File: config.mk
export PLATFORM = sky130hd
export DESIGN_NAME = control_fsm
export DESIGN_NICKNAME = d
export VERILOG_FILES = /design/src/rtl/control_fsm_pkg.sv /design/src/rtl/control_fsm.sv
export SDC_FILE = /design/constraint.sdc
export NUM_CORES = 1
export LEC_CHECK = 0
export CORE_MARGIN = 2
export CORE_UTILIZATION = 43
export CTS_BUF_LIST = sky130_fd_sc_hd__clkbuf_8
export CTS_CLUSTER_SIZE = 24
export DETAILED_ROUTE_END_ITERATION = 10
export PLACE_DENSITY_LB_ADDON = 0.1
export SYNTH_ARGS = -nofsm -noshare
export SYNTH_HDL_FRONTEND = slang
export SYNTH_SLANG_ARGS = --single-unit
File: constraint.sdc
create_clock -name clk -period 1.7 [get_ports clk]
set_input_delay 0.34 -clock clk [delete_from_list [all_inputs] [get_ports clk]]
set_output_delay 0.34 -clock clk [all_outputs]
set_load 0.02 [all_outputs]
File: src/rtl/control_fsm_pkg.sv
// Shared definitions for the multicycle control FSM: opcodes, ALU-control
// requests, mux select encodings, state enumeration and the per-state control word.
// Latency: n/a (package). Backpressure: n/a (package).
// Optional feature macro: JUMP_CTRL_EN adds the JUMP state (op 000010).
package control_fsm_pkg;

  // Opcode field values (instr[31:26])
  localparam logic [5:0] OP_RTYPE = 6'b000000;
  localparam logic [5:0] OP_J     = 6'b000010;
  localparam logic [5:0] OP_BEQ   = 6'b000100;
  localparam logic [5:0] OP_ADDI  = 6'b001000;
  localparam logic [5:0] OP_SLTI  = 6'b001010;
  localparam logic [5:0] OP_ANDI  = 6'b001100;
  localparam logic [5:0] OP_ORI   = 6'b001101;
  localparam logic [5:0] OP_LW    = 6'b100011;
  localparam logic [5:0] OP_SW    = 6'b101011;

  // ALU-control requests; must match the ALU-control decoder
  localparam logic [2:0] ALUOP_ADD   = 3'b000;
  localparam logic [2:0] ALUOP_SUB   = 3'b001;
  localparam logic [2:0] ALUOP_RTYPE = 3'b010;
  localparam logic [2:0] ALUOP_ADDI  = 3'b011;
  localparam logic [2:0] ALUOP_ORI   = 3'b111;
  localparam logic [2:0] ALUOP_ANDI  = 3'b101;
  localparam logic [2:0] ALUOP_SLTI  = 3'b100;

  // ALU B operand select
  localparam logic [1:0] SRCB_REG   = 2'b00;
  localparam logic [1:0] SRCB_FOUR  = 2'b01;
  localparam logic [1:0] SRCB_IMM   = 2'b10;
  localparam logic [1:0] SRCB_IMMSH = 2'b11;

  // PC source select
  localparam logic [1:0] PCSRC_ALU    = 2'b00;
  localparam logic [1:0] PCSRC_ALUOUT = 2'b01;
  localparam logic [1:0] PCSRC_JUMP   = 2'b10;

  typedef enum logic [3:0] {
    S_FETCH   = 4'd0,
    S_DECODE  = 4'd1,
    S_MEMADR  = 4'd2,
    S_MEMRD   = 4'd3,
    S_MEMWB   = 4'd4,
    S_MEMWR   = 4'd5,
    S_RTEXEC  = 4'd6,
    S_RTWB    = 4'd7,
    S_BRANCH  = 4'd8,
    S_IMMEXEC = 4'd9,
    S_IMMWB   = 4'd10
`ifdef JUMP_CTRL_EN
    , S_JUMP  = 4'd11
`endif
  } state_t;

  typedef struct packed {
    logic       pcwrite;
    logic       pcwritecond;
    logic       iord;
    logic       memread;
    logic       memwrite;
    logic       irwrite;
    logic       regdst;
    logic       memtoreg;
    logic       regwrite;
    logic       alusrca;
    logic [1:0] alusrcb;
    logic [1:0] pcsrc;
    logic [2:0] aluop;
  } ctrl_t;

  // ALU request for the immediate-class instructions
  function automatic logic [2:0] imm_aluop(input logic [5:0] op);
    logic [2:0] a;
    a = ALUOP_ADD;
    case (op)
      OP_ADDI: a = ALUOP_ADDI;
      OP_ANDI: a = ALUOP_ANDI;
      OP_ORI:  a = ALUOP_ORI;
      OP_SLTI: a = ALUOP_SLTI;
      default: a = ALUOP_ADD;
    endcase
    return a;
  endfunction

  // Control word for a state; anything not listed stays 0.
  // op only matters in IMMEXEC, where it is already held stable by the IR.
  function automatic ctrl_t state_ctrl(input state_t s, input logic [5:0] op);
    ctrl_t c;
    c = '0;
    case (s)
      S_FETCH: begin
        c.memread = 1'b1;
        c.irwrite = 1'b1;
        c.alusrcb = SRCB_FOUR;
        c.aluop   = ALUOP_ADD;
        c.pcwrite = 1'b1;
        c.pcsrc   = PCSRC_ALU;
      end
      S_DECODE: begin
        // Precompute branch target into ALUOut
        c.alusrcb = SRCB_IMMSH;
        c.aluop   = ALUOP_ADD;
      end
      S_MEMADR: begin
        c.alusrca = 1'b1;
        c.alusrcb = SRCB_IMM;
        c.aluop   = ALUOP_ADD;
      end
      S_MEMRD: begin
        c.memread = 1'b1;
        c.iord    = 1'b1;
      end
      S_MEMWB: begin
        c.regwrite = 1'b1;
        c.memtoreg = 1'b1;
      end
      S_MEMWR: begin
        c.memwrite = 1'b1;
        c.iord     = 1'b1;
      end
      S_RTEXEC: begin
        c.alusrca = 1'b1;
        c.alusrcb = SRCB_REG;
        c.aluop   = ALUOP_RTYPE;
      end
      S_RTWB: begin
        c.regwrite = 1'b1;
        c.regdst   = 1'b1;
      end
      S_BRANCH: begin
        c.alusrca     = 1'b1;
        c.alusrcb     = SRCB_REG;
        c.aluop       = ALUOP_SUB;
        c.pcwritecond = 1'b1;
        c.pcsrc       = PCSRC_ALUOUT;
      end
      S_IMMEXEC: begin
        c.alusrca = 1'b1;
        c.alusrcb = SRCB_IMM;
        c.aluop   = imm_aluop(op);
      end
      S_IMMWB: begin
        c.regwrite = 1'b1;
      end
`ifdef JUMP_CTRL_EN
      S_JUMP: begin
        c.pcwrite = 1'b1;
        c.pcsrc   = PCSRC_JUMP;
      end
`endif
      default: c = '0;
    endcase
    return c;
  endfunction

endpackage

File: src/rtl/control_fsm.sv
// Multicycle datapath main control FSM (FETCH/DECODE/execute/writeback).
// Latency: one state per clock; outputs are registered and valid with the state.
// Backpressure: none; advances every cycle, async rst_n forces FETCH.
// Ports: clk, rst_n, op[5:0] in; PC/memory/IR/regfile/ALU control strobes
// and selects out, plus state[STATE_W-1:0] for debug.
// Optional feature macro: JUMP_CTRL_EN enables the JUMP state for op 000010.
module control_fsm
  import control_fsm_pkg::*;
#(
  parameter int STATE_W = 4
) (
  input  logic               clk,
  input  logic               rst_n,
  input  logic [5:0]         op,
  output logic               pcwrite,
  output logic               pcwritecond,
  output logic               iord,
  output logic               memread,
  output logic               memwrite,
  output logic               irwrite,
  output logic               regdst,
  output logic               memtoreg,
  output logic               regwrite,
  output logic               alusrca,
  output logic [1:0]         alusrcb,
  output logic [1:0]         pcsrc,
  output logic [2:0]         aluop,
  output logic [STATE_W-1:0] state
);

  state_t cur;
  state_t nxt;
  ctrl_t  ctrl_q;

  always_comb begin
    nxt = S_FETCH;
    case (cur)
      S_FETCH:  nxt = S_DECODE;
      S_DECODE: begin
        case (op)
          OP_LW, OP_SW:                       nxt = S_MEMADR;
          OP_RTYPE:                           nxt = S_RTEXEC;
          OP_BEQ:                             nxt = S_BRANCH;
          OP_ADDI, OP_ANDI, OP_ORI, OP_SLTI:  nxt = S_IMMEXEC;
`ifdef JUMP_CTRL_EN
          OP_J:                               nxt = S_JUMP;
`endif
          // Unrecognised: drop straight back to a fresh fetch, no writes
          default:                            nxt = S_FETCH;
        endcase
      end
      S_MEMADR:  nxt = (op == OP_SW) ? S_MEMWR : S_MEMRD;
      S_MEMRD:   nxt = S_MEMWB;
      S_RTEXEC:  nxt = S_RTWB;
      S_IMMEXEC: nxt = S_IMMWB;
      default:   nxt = S_FETCH;
    endcase
  end

  // Control word is registered from the next state, so it always matches
  // the state register (Moore) without a combinational decode on the outputs.
  always_ff @(posedge clk or negedge rst_n) begin
    if (!rst_n) begin
      cur    <= S_FETCH;
      ctrl_q <= state_ctrl(S_FETCH, 6'b000000);
    end else begin
      cur    <= nxt;
      ctrl_q <= state_ctrl(nxt, op);
    end
  end

  assign pcwrite     = ctrl_q.pcwrite;
  assign pcwritecond = ctrl_q.pcwritecond;
  assign iord        = ctrl_q.iord;
  assign memread     = ctrl_q.memread;
  assign memwrite    = ctrl_q.memwrite;
  assign irwrite     = ctrl_q.irwrite;
  assign regdst      = ctrl_q.regdst;
  assign memtoreg    = ctrl_q.memtoreg;
  assign regwrite    = ctrl_q.regwrite;
  assign alusrca     = ctrl_q.alusrca;
  assign alusrcb     = ctrl_q.alusrcb;
  assign pcsrc       = ctrl_q.pcsrc;
  assign aluop       = ctrl_q.aluop;
  assign state       = STATE_W'(cur);

endmodule

==> metrics <==
GR Util All Layers 0.202; first-pass GRT wire length 3800 um; Yosys reg bits 18; Max Buffers Root-to-Sink 2; Area Growth Syn to Fin 55.6%; clock share of power 0.184; Compound-Gate Fraction of Synth Area 0.180; Boundary Pins 29; layout cells sized above 1 0.348; Synth Area in Adders 0; Initial Util 0.467; largest net degree at the start of global routing 19; CP arrival 1830 ps; Hold Worst Slack 414 ps; DRC 0; CP peak stage delay 400 ps; worst reg-to-reg setup slack 240 ps; Synth Cell Area 943 um^2; Synth top area share 0.398; maxcap violations 0; worst-path maximum fanout 11; vias in the first global route 859; Reg clk slew, reported paths 60 ps; vias 841; status complete, no violations; DP Cell Count 156; Core Region 0.00202 mm^2; CP cell instances clkdlybuf4s50_1 > buf_4 > nand2b_1 > a22oi_1 > buf_4 > o21ai_1 > nor3_2 > nor2b_4; cells on worst reg2reg path 5; Antenna Nets Post-Route 0; Die W 50.8 um; Hold WC Path Type input pin to asynchronous set/reset pin; pwr/cell area 1270 mW/mm^2; max-slew violation count 0; Die Ht 50.8 um; Final Net Count 144; period utilisation layout 0.961; Final Skew 0.895 ps; Die ar. 0.00258 mm^2; Synth Warn # 0; Required @ worst endpoint 1900 ps; largest area contributor in the netlist dfrtp_1; Crit Path Class input pin to flip-flop; average size of a mapped cell 10.7 um^2; Hold Vio Cnt, Final 0; synth top area cells dfrtp_1 40%, dfstp_2 8.4%, buf_4 3.2%; first drt pass iteration count 4; dpl hpwl 1620 um; part of the power in registers 0.322; mux cell area share after synthesis 0; sw frac 0.355; Max Fclk 612 MHz; Netlist cell types 41; RSZ-0062 raised after global routing true; H-Tree Depth 1; cts bufs inserted 3; Leak 0.701 nW; Post-synth EDFFs 0; Worst-Skew Late Latency 250 ps; DRT iter0 DRCs 10; Port Buf Inserts 27; Logic pwr share 0.494; Seq/Total Area, Yosys 0.481; Post-Synth Simple-Gate Area 0.255; Post-Synth XOR/XNOR Area 0.00928; ys flop type dfrtp_1; FF-to-FF End irwrite$_DFF_PN1_; Syn Nets 96; Internal 1.20 mW; endpoints failing setup 0; top cells by count, synth 15 x dfrtp_1, 6 x nor2_1, 5 x a21oi_1, 5 x nand2_1; crit start category input pin; Final Non-Filler Cells 162; CTS tree built; clk sinks 18; CP dominant cell by count buf_4; WL final 2140 um; top-count cell post-synth dfrtp_1; Syn Inst Count 88; diode count 0; Via density 5.19; Tmin final 1630 ps; post-synthesis async set-or-reset flop share 1.00; crit end category flip-flop; antenna violations before repair 0; WL/cell 13.2 um; largest family of logic cells by synthesized area simple AND/OR/NAND/NOR gates; post-cts hold buffer count 0; Switch Pwr 0.664 mW; Crit-path slowest cell clkdlybuf4s50_1; routability cong. 0.796; Crit Reg-Reg Startpoint state[0]$_DFF_PN0_; row cnt 16; CTS root buf clkbuf_8; Max VDD drop 0.896 mV; global route overflow 0
==> state kept, by name, summed over array words and instances (netlist names) <==
signal / cells
pcsrc: 1
memread: 1
irwrite: 1
regwrite: 1
aluop: 3
state: 4
alusrca: 1
alusrcb: 2
memtoreg: 1
regdst: 1
memwrite: 1
iord: 1
==> placed cells by master, fill, tap and decap left out, types with 2 or more instances in the layout <==
master	instances
a21oi_1	4
and3_1	2
buf_4	25
clkbuf_8	4
clkdlybuf4s50_1	15
dfrtp_1	15
dfstp_2	3
dlygate4sd2_1	6
dlymetal6s2s_1	5
inv_1	2
nand2_1	5
nand3b_1	2
nor2_1	5
nor3_1	3
nor3_2	2
nor3b_1	2
nor3b_2	2
o21ai_0	3
==> worst max path at each step <==
stage,from,end,slack (ps),cells after the start
after global placement,op[1],irwrite$_DFF_PN1_,-320,8
after global routing,op[3],irwrite$_DFF_PN1_,-40,8
after CTS,op[5],alusrcb[1]$_DFF_PN0_,-10,6
final,op[3],irwrite$_DFF_PN1_,70,8
after floorplan,state[0]$_DFF_PN0_,irwrite$_DFF_PN1_,140,6
after detailed placement,op[5],alusrcb[1]$_DFF_PN0_,-380,6
==> metal layers <==
| metal | part of all wire | track usage |
|---|---|---|
| met1 | 0.42 | 0.235 |
| met2 | 0.52 | 0.366 |
| met3 | 0.036 | 0.0263 |
| met4 | 0.023 | 0.0946 |
| met5 | 0 | 0 |
==> cells by family after synthesis <==
family,count (synthesis)
compound gates,19
xor+xnor,1
simple gates,38
other cells,1
flops,18
buf+inv,11
==> stage by stage <==
stage | area (um^2) | util | setup WS, ps | power [mW] | setup TNS (ps)
6_report | 1470 | 0.726 | 65.5 | 1.87 | 0
3_3_place_gp | 1360 | 0.673 | -325 | 1.52 | -2160
2_1_floorplan | 943 | - | 145 | 1.15 | 0
5_1_grt | 1470 | 0.726 | -42.8 | 1.99 | -42.8
4_1_cts | 1450 | 0.717 | -10.5 | 1.89 | -10.5
3_5_place_dp | 1360 | 0.673 | -379 | 1.54 | -2390
==> layout make-up <==
cell class | count | area, um^2
repair buffers | 52 | 458
flip-flops and latches | 18 | 454
fillers | 159 | 554
clock buffers | 4 | 55.1
multi-input cells | 59 | 459
well taps | 27 | 33.8
inverters | 2 | 7.51
==> critical path: cells and delay by family <==
| family | cells | cell delay (ps) |
|---|---|---|
| buffers and inverters | 3 | 720 |
| and+or+nand+nor | 3 | 470 |
| AOI/OAI and AO/OA | 2 | 300 |
==> power groups by stage <==
stage / logic (mW) / clock network [mW] / registers (mW)
after global routing: 0.989 / 0.384 / 0.613
after global placement: 0.910 / 0 / 0.612
after detailed placement: 0.924 / 0 / 0.614
after floorplan: 0.424 / 0 / 0.721
after CTS: 0.928 / 0.351 / 0.606
final: 0.923 / 0.343 / 0.602
==> timing repair <==
action,in CTS,in global routing
hold endpoints to repair,0,0
gates resized for setup,15,8
buffers inserted,1,1
setup endpoints to repair,10,9
pin swaps,6,3
(Power assumes the default switching activity.)
